--- config.mk ---
export PLATFORM = sky130hd
export DESIGN_NAME = uart_rx_deserializador_flat
export DESIGN_NICKNAME = d
export VERILOG_FILES = /design/src/rtl/uart_rx_deserializador_if.sv /design/src/rtl/uart_rx_deserializador.sv /design/src/flat_wrapper.sv
export SDC_FILE = /design/constraint.sdc
export NUM_CORES = 1
export LEC_CHECK = 0
export BUFFER_PORTS_ARGS = -buffer_cell sky130_fd_sc_hd__buf_2
export CAP_MARGIN = 10
export CORE_ASPECT_RATIO = 1.4
export CORE_UTILIZATION = 45
export DETAILED_ROUTE_END_ITERATION = 7
export MAX_ROUTING_LAYER = met4
export PLACE_DENSITY = 0.66
export SYNTH_ARGS = -nofsm -noshare
export SYNTH_HDL_FRONTEND = slang
export SYNTH_SLANG_ARGS = --single-unit
--- constraint.sdc ---
create_clock -name clk_i -period 2.03 [get_ports clk_i]
set_clock_uncertainty 0.1 [all_clocks]
set_input_delay 0 -clock clk_i [delete_from_list [all_inputs] [get_ports clk_i]]
set_output_delay 0 -clock clk_i [all_outputs]
set_load 0.03 [all_outputs]
--- src/rtl/uart_rx_deserializador_if.sv ---
`timescale 1ns/1ps
// Signal bundle between the serial line / byte consumer and the UART receiver.
// slave: the receiver side. master: the line driver and byte consumer side.
interface uart_rx_deserializador_if;
  logic       rx_pi;
  logic       leer_pi;
  logic [7:0] dato_po;
  logic       dato_valido_po;
  logic       error_trama_po;
  logic       sobrecarga_po;
  logic       ocupado_po;

  modport slave (
    input  rx_pi,
    input  leer_pi,
    output dato_po,
    output dato_valido_po,
    output error_trama_po,
    output sobrecarga_po,
    output ocupado_po
  );

  modport master (
    output rx_pi,
    output leer_pi,
    input  dato_po,
    input  dato_valido_po,
    input  error_trama_po,
    input  sobrecarga_po,
    input  ocupado_po
  );
endinterface

--- src/rtl/uart_rx_deserializador.sv ---
`timescale 1ns/1ps
// 8N1 UART receiver, LSB first. A two-flop synchronizer feeds a mid-bit
// sampling FSM; finished bytes land in a one-entry buffer with a
// valid/read handshake, framing-error pulse and sticky overrun flag.
module uart_rx_deserializador #(
  parameter int CLKS_PER_BIT = 868
) (
  input  logic                      clk_i,
  input  logic                      reset_n_pi,
  uart_rx_deserializador_if.slave   bus
);

  localparam int CW = $clog2(CLKS_PER_BIT);
  localparam logic [CW-1:0] HALF_M1 = CW'(CLKS_PER_BIT / 2 - 1);
  localparam logic [CW-1:0] FULL_M1 = CW'(CLKS_PER_BIT - 1);

  localparam logic [1:0] ST_IDLE  = 2'd0;
  localparam logic [1:0] ST_START = 2'd1;
  localparam logic [1:0] ST_DATA  = 2'd2;
  localparam logic [1:0] ST_STOP  = 2'd3;

  logic          rx_meta_q, rx_meta_d;
  logic          rx_s_q, rx_s_d;
  logic [1:0]    state_q, state_d;
  logic [CW-1:0] cnt_q, cnt_d;
  logic [2:0]    idx_q, idx_d;
  logic [7:0]    sh_q, sh_d;
  logic [7:0]    dato_q, dato_d;
  logic          valido_q, valido_d;
  logic          err_q, err_d;
  logic          ovr_q, ovr_d;
  logic          busy_q, busy_d;
  logic          frame_ok;
  logic          frame_err;

  // Synchronizer inputs: rx_s_q is the only copy of the line used below.
  always_comb begin
    rx_meta_d = bus.rx_pi;
    rx_s_d    = rx_meta_q;
  end

  // Frame FSM: start-bit check at half a bit, then one sample per bit period
  // so every data and stop sample lands mid-bit.
  always_comb begin
    state_d   = state_q;
    cnt_d     = cnt_q;
    idx_d     = idx_q;
    sh_d      = sh_q;
    frame_ok  = 1'b0;
    frame_err = 1'b0;
    case (state_q)
      ST_IDLE: begin
        if (!rx_s_q) begin
          state_d = ST_START;
          cnt_d   = '0;
        end
      end
      ST_START: begin
        if (cnt_q == HALF_M1) begin
          cnt_d = '0;
          if (!rx_s_q) begin
            state_d = ST_DATA;
            idx_d   = 3'd0;
          end else begin
            // Line went back high before mid start bit: treat as a glitch.
            state_d = ST_IDLE;
          end
        end else begin
          cnt_d = cnt_q + CW'(1);
        end
      end
      ST_DATA: begin
        if (cnt_q == FULL_M1) begin
          sh_d  = {rx_s_q, sh_q[7:1]};
          cnt_d = '0;
          if (idx_q == 3'd7) begin
            state_d = ST_STOP;
          end else begin
            idx_d = idx_q + 3'd1;
          end
        end else begin
          cnt_d = cnt_q + CW'(1);
        end
      end
      ST_STOP: begin
        // Re-arm at mid stop bit so a back-to-back start edge is not missed.
        if (cnt_q == FULL_M1) begin
          state_d   = ST_IDLE;
          cnt_d     = '0;
          frame_ok  = rx_s_q;
          frame_err = !rx_s_q;
        end else begin
          cnt_d = cnt_q + CW'(1);
        end
      end
      default: state_d = ST_IDLE;
    endcase
  end

  // Output buffer and handshake; a load is applied after the read-clear so
  // the overrun set always wins over a clear on the same edge.
  always_comb begin
    dato_d   = dato_q;
    valido_d = valido_q;
    ovr_d    = ovr_q;
    err_d    = frame_err;
    busy_d   = (state_d != ST_IDLE);
    if (bus.leer_pi && valido_q) begin
      valido_d = 1'b0;
      ovr_d    = 1'b0;
    end
    if (frame_ok) begin
      dato_d   = sh_q;
      valido_d = 1'b1;
      if (valido_q && !bus.leer_pi) begin
        ovr_d = 1'b1;
      end
    end
  end

  // State registers with asynchronous active-low reset; line flops idle high.
  always_ff @(posedge clk_i or negedge reset_n_pi) begin
    if (!reset_n_pi) begin
      rx_meta_q <= 1'b1;
      rx_s_q    <= 1'b1;
      state_q   <= ST_IDLE;
      cnt_q     <= '0;
      idx_q     <= 3'd0;
      sh_q      <= 8'h00;
      dato_q    <= 8'h00;
      valido_q  <= 1'b0;
      err_q     <= 1'b0;
      ovr_q     <= 1'b0;
      busy_q    <= 1'b0;
    end else begin
      rx_meta_q <= rx_meta_d;
      rx_s_q    <= rx_s_d;
      state_q   <= state_d;
      cnt_q     <= cnt_d;
      idx_q     <= idx_d;
      sh_q      <= sh_d;
      dato_q    <= dato_d;
      valido_q  <= valido_d;
      err_q     <= err_d;
      ovr_q     <= ovr_d;
      busy_q    <= busy_d;
    end
  end

  assign bus.dato_po        = dato_q;
  assign bus.dato_valido_po = valido_q;
  assign bus.error_trama_po = err_q;
  assign bus.sobrecarga_po  = ovr_q;
  assign bus.ocupado_po     = busy_q;

endmodule

--- src/flat_wrapper.sv ---
// flat-port wrapper written by rule: the top's interface ports become plain ports
module uart_rx_deserializador_flat 
#(
  parameter int CLKS_PER_BIT = 868
)
  (clk_i, reset_n_pi, bus_rx_pi, bus_leer_pi, bus_dato_po, bus_dato_valido_po, bus_error_trama_po, bus_sobrecarga_po, bus_ocupado_po);
  uart_rx_deserializador_if bus_i ();
  input  logic clk_i;
  input  logic reset_n_pi;
  input wire logic [$bits(bus_i.rx_pi)-1:0] bus_rx_pi;
  input wire logic [$bits(bus_i.leer_pi)-1:0] bus_leer_pi;
  output wire logic [$bits(bus_i.dato_po)-1:0] bus_dato_po;
  output wire logic [$bits(bus_i.dato_valido_po)-1:0] bus_dato_valido_po;
  output wire logic [$bits(bus_i.error_trama_po)-1:0] bus_error_trama_po;
  output wire logic [$bits(bus_i.sobrecarga_po)-1:0] bus_sobrecarga_po;
  output wire logic [$bits(bus_i.ocupado_po)-1:0] bus_ocupado_po;
  assign bus_i.rx_pi = bus_rx_pi;
  assign bus_i.leer_pi = bus_leer_pi;
  assign bus_dato_po = bus_i.dato_po;
  assign bus_dato_valido_po = bus_i.dato_valido_po;
  assign bus_error_trama_po = bus_i.error_trama_po;
  assign bus_sobrecarga_po = bus_i.sobrecarga_po;
  assign bus_ocupado_po = bus_i.ocupado_po;
  uart_rx_deserializador #(.CLKS_PER_BIT(CLKS_PER_BIT)) u_core (.clk_i(clk_i), .reset_n_pi(reset_n_pi), .bus(bus_i));
endmodule
# Word level (Yosys, flattened, before mapping)
# Cells that the tools add are included.
totals:
  register_bits: 37
  latch_bits: 0
  ram_bits: 0
  rom_bits: 0
  input_bits: 4
  out_inout_bits: 12
  wordCells: 60
  mem_count: 0
op_classes:
  n_addsub: 2
  mul: 0
  div_mod_pow: 0
  order_cmp: 0
  n_eq_ne: 11
  shift: 0
  n_mux: 25
  n_bitwise: 0
  reduce_logical: 11
op_table:
  columns: ["operator", "count"]
  rows:
  - ["$mux 10", 3]
  - ["$pmux 10 s3", 1]
  - ["$mux 2", 6]
  - ["$mux 3", 4]
  - ["$add 10x1->10 const B", 1]
  - ["$eq 10x10->1 const B", 1]
  - ["$eq 10x9->1 const B", 1]
  - ["$mux 1", 9]
  - ["$pmux 2 s4", 1]
  - ["$ne 2x2->1 const B", 3]
  - ["$pmux 3 s2", 1]
  - ["$reduce_bool 2->1", 3]
  - ["$reduce_and 5->1", 1]
  - ["$eq 2x2->1 const B", 2]
  - ["$ne 2x1->1 const B", 2]
  - ["$add 3x1->3 const B", 1]
  - ["$eq 3x3->1 const B", 1]
  - ["$eq 2x1->1 const B", 1]
  - ["$logic_and 1x1->1", 2]
  - ["$logic_not 1->1", 2]
  - ["$logic_not 2->1", 1]
  - ["$reduce_and 2->1", 1]
  - ["$reduce_or 2->1", 1]

# Logic depth before layout (Yosys ltp)
logic_depth:
  word_depth: 5
  depth_mapped: 9
  mapped_depth_nobuf: 7

# Worst setup path after synthesis
# OpenSTA, ideal clock, no wires.
synth_timing:
  kind: "register to register"
  startpoint: "register u_core.cnt_q[1]"
  endpoint: "register u_core.cnt_q[3]"
  setup_time_ns: 0.124
  t_arrival_ns: 1.910
  t_required_ns: 1.806
  setup_slack_ns: -0.104
  stages_incl_launch_ff: 9
  n_path_buf: 1
  cell_sequence: "dfrtp_1 inv_1 ha_1 or3b_1 or3_4 a2bb2oi_4 buf_6 nor2_1 a211o_1"
synth_between:
  elab_chain_len: 3
  elab_cells_between_ends: 6
  cone_classes: "add/sub (1); eq/ne (2); mux (3)"
synth_lines:
  columns: ["item", "line", "text"]
  rows:
  - ["start, declared", "uart_rx_deserializador.sv:25", "logic [CW-1:0] cnt_q, cnt_d;"]
  - ["start signal, assigned", "uart_rx_deserializador.sv:139", "cnt_q <= cnt_d;"]
  - ["$add 10x1->10, or another cell as far along", "uart_rx_deserializador.sv:69, uart_rx_deserializador.sv:82, uart_rx_deserializador.sv:93", null]
  - ["$mux 10, on equally long branches", "uart_rx_deserializador.sv:73, uart_rx_deserializador.sv:87, uart_rx_deserializador.sv:59", null]
  - ["$pmux 10 s3 *", "uart_rx_deserializador.sv:51", "case (state_q)"]
# Every way passes the cells marked *; elsewhere a longest branch is shown, timed or not.
# A chain may end at the register's enable or synchronous reset.

# Worst setup path after layout
# Ends and elaborated chain as after synthesis.

==> run summary <==
The fraction of the mapped netlist area in compound gates was 0.118; the total internal power was 0.00115 W. The core region area was 3990 um^2. Traced cell by cell, the critical path runs through inv_2 > ha_4 > or3b_4 > or3_4 > a2bb2oi_4 > nor3_1 > a211o_1.

In the layout the commonest cells are 35 x sky130_fd_sc_hd__dfrtp_1, 30 x sky130_fd_sc_hd__buf_4, 18 x sky130_fd_sc_hd__nand2_1, 15 x sky130_fd_sc_hd__buf_2. In this design, the stage delay of the slowest critical-path cell is 0.44 ns. Buffers placed on the I/O ports in this run total 15. Setup violations remaining at the end of the flow were counted as 9. The floorplan has 27 rows. The number of pins with negative max-slew slack in the final report is 0.

The startpoint identified for the worst register-to-register timing path is u_core.cnt_q[1]. The H-tree generated during clock tree synthesis spans 2 levels. The die is 78.5 um tall.

The final estimated routing congestion in global placement was 0.900; the number of buffer and inverter stages on the critical path was 1. The run gives 169 as the gate count after technology mapping. The utilization after layout came out at 0.621. For the final layout net count, the log shows 230.

The adder and majority gate portion of the synthesized area was 0.0532; the net switching power was 0.000290 W. The critical path starts at u_core.cnt_q[1]. The ratio of cells with drive above 1 in the final layout came out at 0.397. The first global-routing pass estimated 7110 um of wire.

The fraction of power spent switching nets is 0.202. The boundary pin count was 16. For the post-synthesis cell type count, the log shows 45.

Derived from the worst setup path, the maximum achievable clock frequency is 459 MHz. The run gives 0 as the total of warnings raised by yosys. The final layout contains routed wiring with a total length of 4230 um. From synthesis to final layout, the design area changed by 31.4%. Post-synthesis mux area share: 0.0957. Summing all multi-input logic gate instances after layout gives 1020 um^2. The async set or reset register ratio after synthesis came out at 1.00. At the placement stage, the worst setup path has a slack of -0.190 ns.

The data arrival at the endpoint of the critical path came out at 2.26 ns. Detailed placement ended at an HPWL of 2840 um. 0 antenna diodes ended up in the layout.

Data on the critical path is required at its endpoint by 2.11 ns. The synthesized area divided by synthesized cell count is 11.1 um^2. The analysis attributes to cell leakage a power of 1.25 nW. The tools report the post-route antenna net violation count as 0.

After synthesis, the largest family of logic cells by area is simple AND/OR/NAND/NOR gates. The summed negative setup slack over all endpoints is -1.03 ns, and the simple-gate portion of the synthesized area is 0.193. The clock latency on the worst-skew pair was 0.29 ns. By startpoint and endpoint, the worst setup path is classified as register to register.

For the number of antenna violations at the first check in global routing, the log shows 0. Clock-pin slew was measured on the worst setup and hold paths at 0.08 ns. The violation count after the first detailed-routing iteration is 63, and the number of fill cells is 320. Post-detailed-route wirelength per cell: 16.1 um. The flow ran to the end, but the final reports show violations. STA classifies the critical path startpoint as a register.

The count of vias placed by the detailed router is 1492. The category of cells accounting for the largest share of critical-path delay is simple AND/OR/NAND/NOR gates. Total design power: 0.00144 W. The tree is rooted in a sky130_fd_sc_hd__clkbuf_8. The first detailed-routing pass ran for 4 iterations.

The routed design could run at a clock period as short as 2.18 ns. The parity-gate share of the synthesized area counting xor and xnor cells works out to 0.0140. The via count of the first global-routing pass is 1550, and the post-detailed-placement cell area is 2150 um^2. Clock network fraction of design power: 0.467. The critical-path cell with the highest stage delay was sky130_fd_sc_hd__or3_4.

From left edge to right edge, the die measures 56.7 um. Entering global routing, the biggest net connects 38 pins. The tools report the count of final hold-check violations as 0. The fraction of post-synthesis cell area in the top cell type by area works out to 0.465. In this run the worst path has a maximum fanout of 6.

The library cell used most frequently in the layout, excluding fill and tap cells, is sky130_fd_sc_hd__dfrtp_1. TritonCTS built the clock tree. The global router's overall resource usage is 0.215, and the post-synthesis sequential area ratio is 0.493. The run gives -0.150 ns as the post-layout worst setup margin. For this run, the leading register cell type out of synthesis is sky130_fd_sc_hd__dfrtp_1.

The slew of the pin with the lowest slew margin was 0.815 ns; the die area was 4450 um^2. Net count of the mapped netlist: 181. Power density relative to cell area: 580 nW/um^2. Registers take 928 um^2. The effective utilization at floorplan is 0.472.

Setup repair after global routing could not meet its margin everywhere. The per-cell via count in the routed design was 5.69; the total clock sinks was 37. The checks that failed: setup timing. Summing all non-filler instances in the final layout gives an area of 2470 um^2. Counting flops and latches in the post-synthesis netlist gives 37.

The number of max-cap violations was 0; the largest vdd supply drop was 0.418 mV. STA classifies the critical path endpoint as a register. Largest buffer count on any clock path: 2.

The ratio of final minimum period to clock period was 1.07. For the logic gate share of total power, the log shows 0.016. In this run, CTS created clock tree buffers numbering 5. In the routed design, unresolved DRC markers number 0. Summing every instance area after synthesis gives 1880 um^2. sky130_fd_sc_hd__dfrtp_1 takes more of the synthesized area than any other cell.

The run gives 0.518 as the part of the total power dissipated in sequential elements. By area the synthesized netlist is led by sky130_fd_sc_hd__dfrtp_1 47%, sky130_fd_sc_hd__ha_1 5.3%, sky130_fd_sc_hd__mux2_1 4.8%, sky130_fd_sc_hd__mux2_2 4.8%, sky130_fd_sc_hd__nand2_1 4.2%. In this run the worst hold path is classified as primary input to asynchronous set/reset pin. The number of enable flip-flop cells after synthesis is 0, and the worst max-slew margin expressed relative to the limit is 0.456. After global routing the overflow that remains totals 0.
==> worst reg2reg max path, cell delays in order, from the launching register on <==
cell	delay [ns]
sky130_fd_sc_hd__dfrtp_1	0.40
sky130_fd_sc_hd__inv_2	0.08
sky130_fd_sc_hd__ha_4	0.11
sky130_fd_sc_hd__or3b_4	0.36
sky130_fd_sc_hd__or3_4	0.44
sky130_fd_sc_hd__a2bb2oi_4	0.24
sky130_fd_sc_hd__nor3_1	0.08
sky130_fd_sc_hd__a211o_1	0.26
==> sequential cells by signal, indices dropped and copies added (netlist names), named ones only <==
signal	cells
u_core.state_q	2
u_core.bus.error_trama_po	1
u_core.rx_s_q	1
u_core.bus.dato_po	8
u_core.cnt_q	10
u_core.idx_q	3
u_core.bus.ocupado_po	1
u_core.rx_meta_q	1
u_core.sh_q	8
u_core.bus.dato_valido_po	1
==> cell families after synthesis <==
| kind of cell | after synthesis |
|---|---|
| simple gates | 65 |
| flops | 37 |
| compound gates | 28 |
| mux | 16 |
| buf+inv | 12 |
| fa+ha+maj | 8 |
| xor+xnor | 3 |
==> through the flow <==
step	instances	hold slack [ns]
global placement	244	0.00581
global route	262	0.252
CTS	259	0.247
floorplan	169	-0.396
detailed placement	244	0.00885
finish	262	0.241
==> path summary, 6_finish.rpt <==
path	endpoint	slack (ns)	cells past startpoint
worst max-delay path	u_core.cnt_q[3]	-0.15	7
worst min-delay path	u_core.cnt_q[6]	0.24	2
worst max register to register	u_core.cnt_q[3]	-0.15	7
worst min register to register	u_core.rx_s_q	0.26	0
max in group asynchronous	u_core.idx_q[0]	1.07	2
min in group clk_i	u_core.rx_meta_q	0.25	2
==> what timing repair did <==
action	CTS	global route
hold endpoints to repair	38	0
setup endpoints to repair	29	22
pin swaps	11	5
hold buffers	3	0
buffers inserted	3	3
cloned	1	0
resized for setup	10	13
==> power groups by stage <==
| stage | Clock, W | Sequential [W] | Combinational, W |
|---|---|---|---|
| after global routing | 0.000708 | 0.000744 | 0.0000261 |
| after global placement | 0 | 0.000758 | 0.0000182 |
| after floorplan | 0 | 0.000756 | 0.00000120 |
| after CTS | 0.000683 | 0.000743 | 0.0000234 |
| after detailed placement | 0 | 0.000758 | 0.0000188 |
| final | 0.000670 | 0.000744 | 0.0000227 |
==> routing by layer <==
metal | wire (um) | global-route usage | share of wire | up-vias
met1 | 1680 | 0.230 | 0.40 | 742
met3 | 137 | 0.0428 | 0.032 | 8
li1 | - | - | - | 710
met2 | 2300 | 0.375 | 0.55 | 32
met4 | 105 | 0.103 | 0.025 | 0
met5 | 0 | - | 0 | -
==> cell usage after synthesis, types with 2 or more instances <==
master                       n
sky130_fd_sc_hd__xnor2_1     2
sky130_fd_sc_hd__and3_1      5
sky130_fd_sc_hd__mux2_2      8
sky130_fd_sc_hd__inv_1       5
sky130_fd_sc_hd__nand4bb_1   2
sky130_fd_sc_hd__o21ai_1     5
sky130_fd_sc_hd__nand3b_1    2
sky130_fd_sc_hd__a211o_1     2
sky130_fd_sc_hd__dfstp_2     2
sky130_fd_sc_hd__o21a_1      2
sky130_fd_sc_hd__o221ai_1    3
sky130_fd_sc_hd__nor2b_1     3
sky130_fd_sc_hd__a21o_1      3
sky130_fd_sc_hd__ha_1        8
sky130_fd_sc_hd__clkbuf_1    3
sky130_fd_sc_hd__buf_6       2
sky130_fd_sc_hd__mux2_1      8
sky130_fd_sc_hd__or3b_1      2
sky130_fd_sc_hd__o21ai_0     3
sky130_fd_sc_hd__nor2_1      6
sky130_fd_sc_hd__dfrtp_1    35
sky130_fd_sc_hd__buf_2       2
sky130_fd_sc_hd__nor3b_1     2
sky130_fd_sc_hd__nand3_1     7
sky130_fd_sc_hd__nand2_1    21
sky130_fd_sc_hd__nor3_1      7
==> layout make-up <==
cell class,count,share of cell area
Sequential cell,37,0.375
Timing Repair Buffer,48,0.133
Inverter,5,0.00758
Tap cell,43,0.0217
Clock buffer,6,0.0334
Multi-Input combinational cell,121,0.414
Clock inverter,2,0.0152
Note: power is estimated with default switching activity, not from simulation.
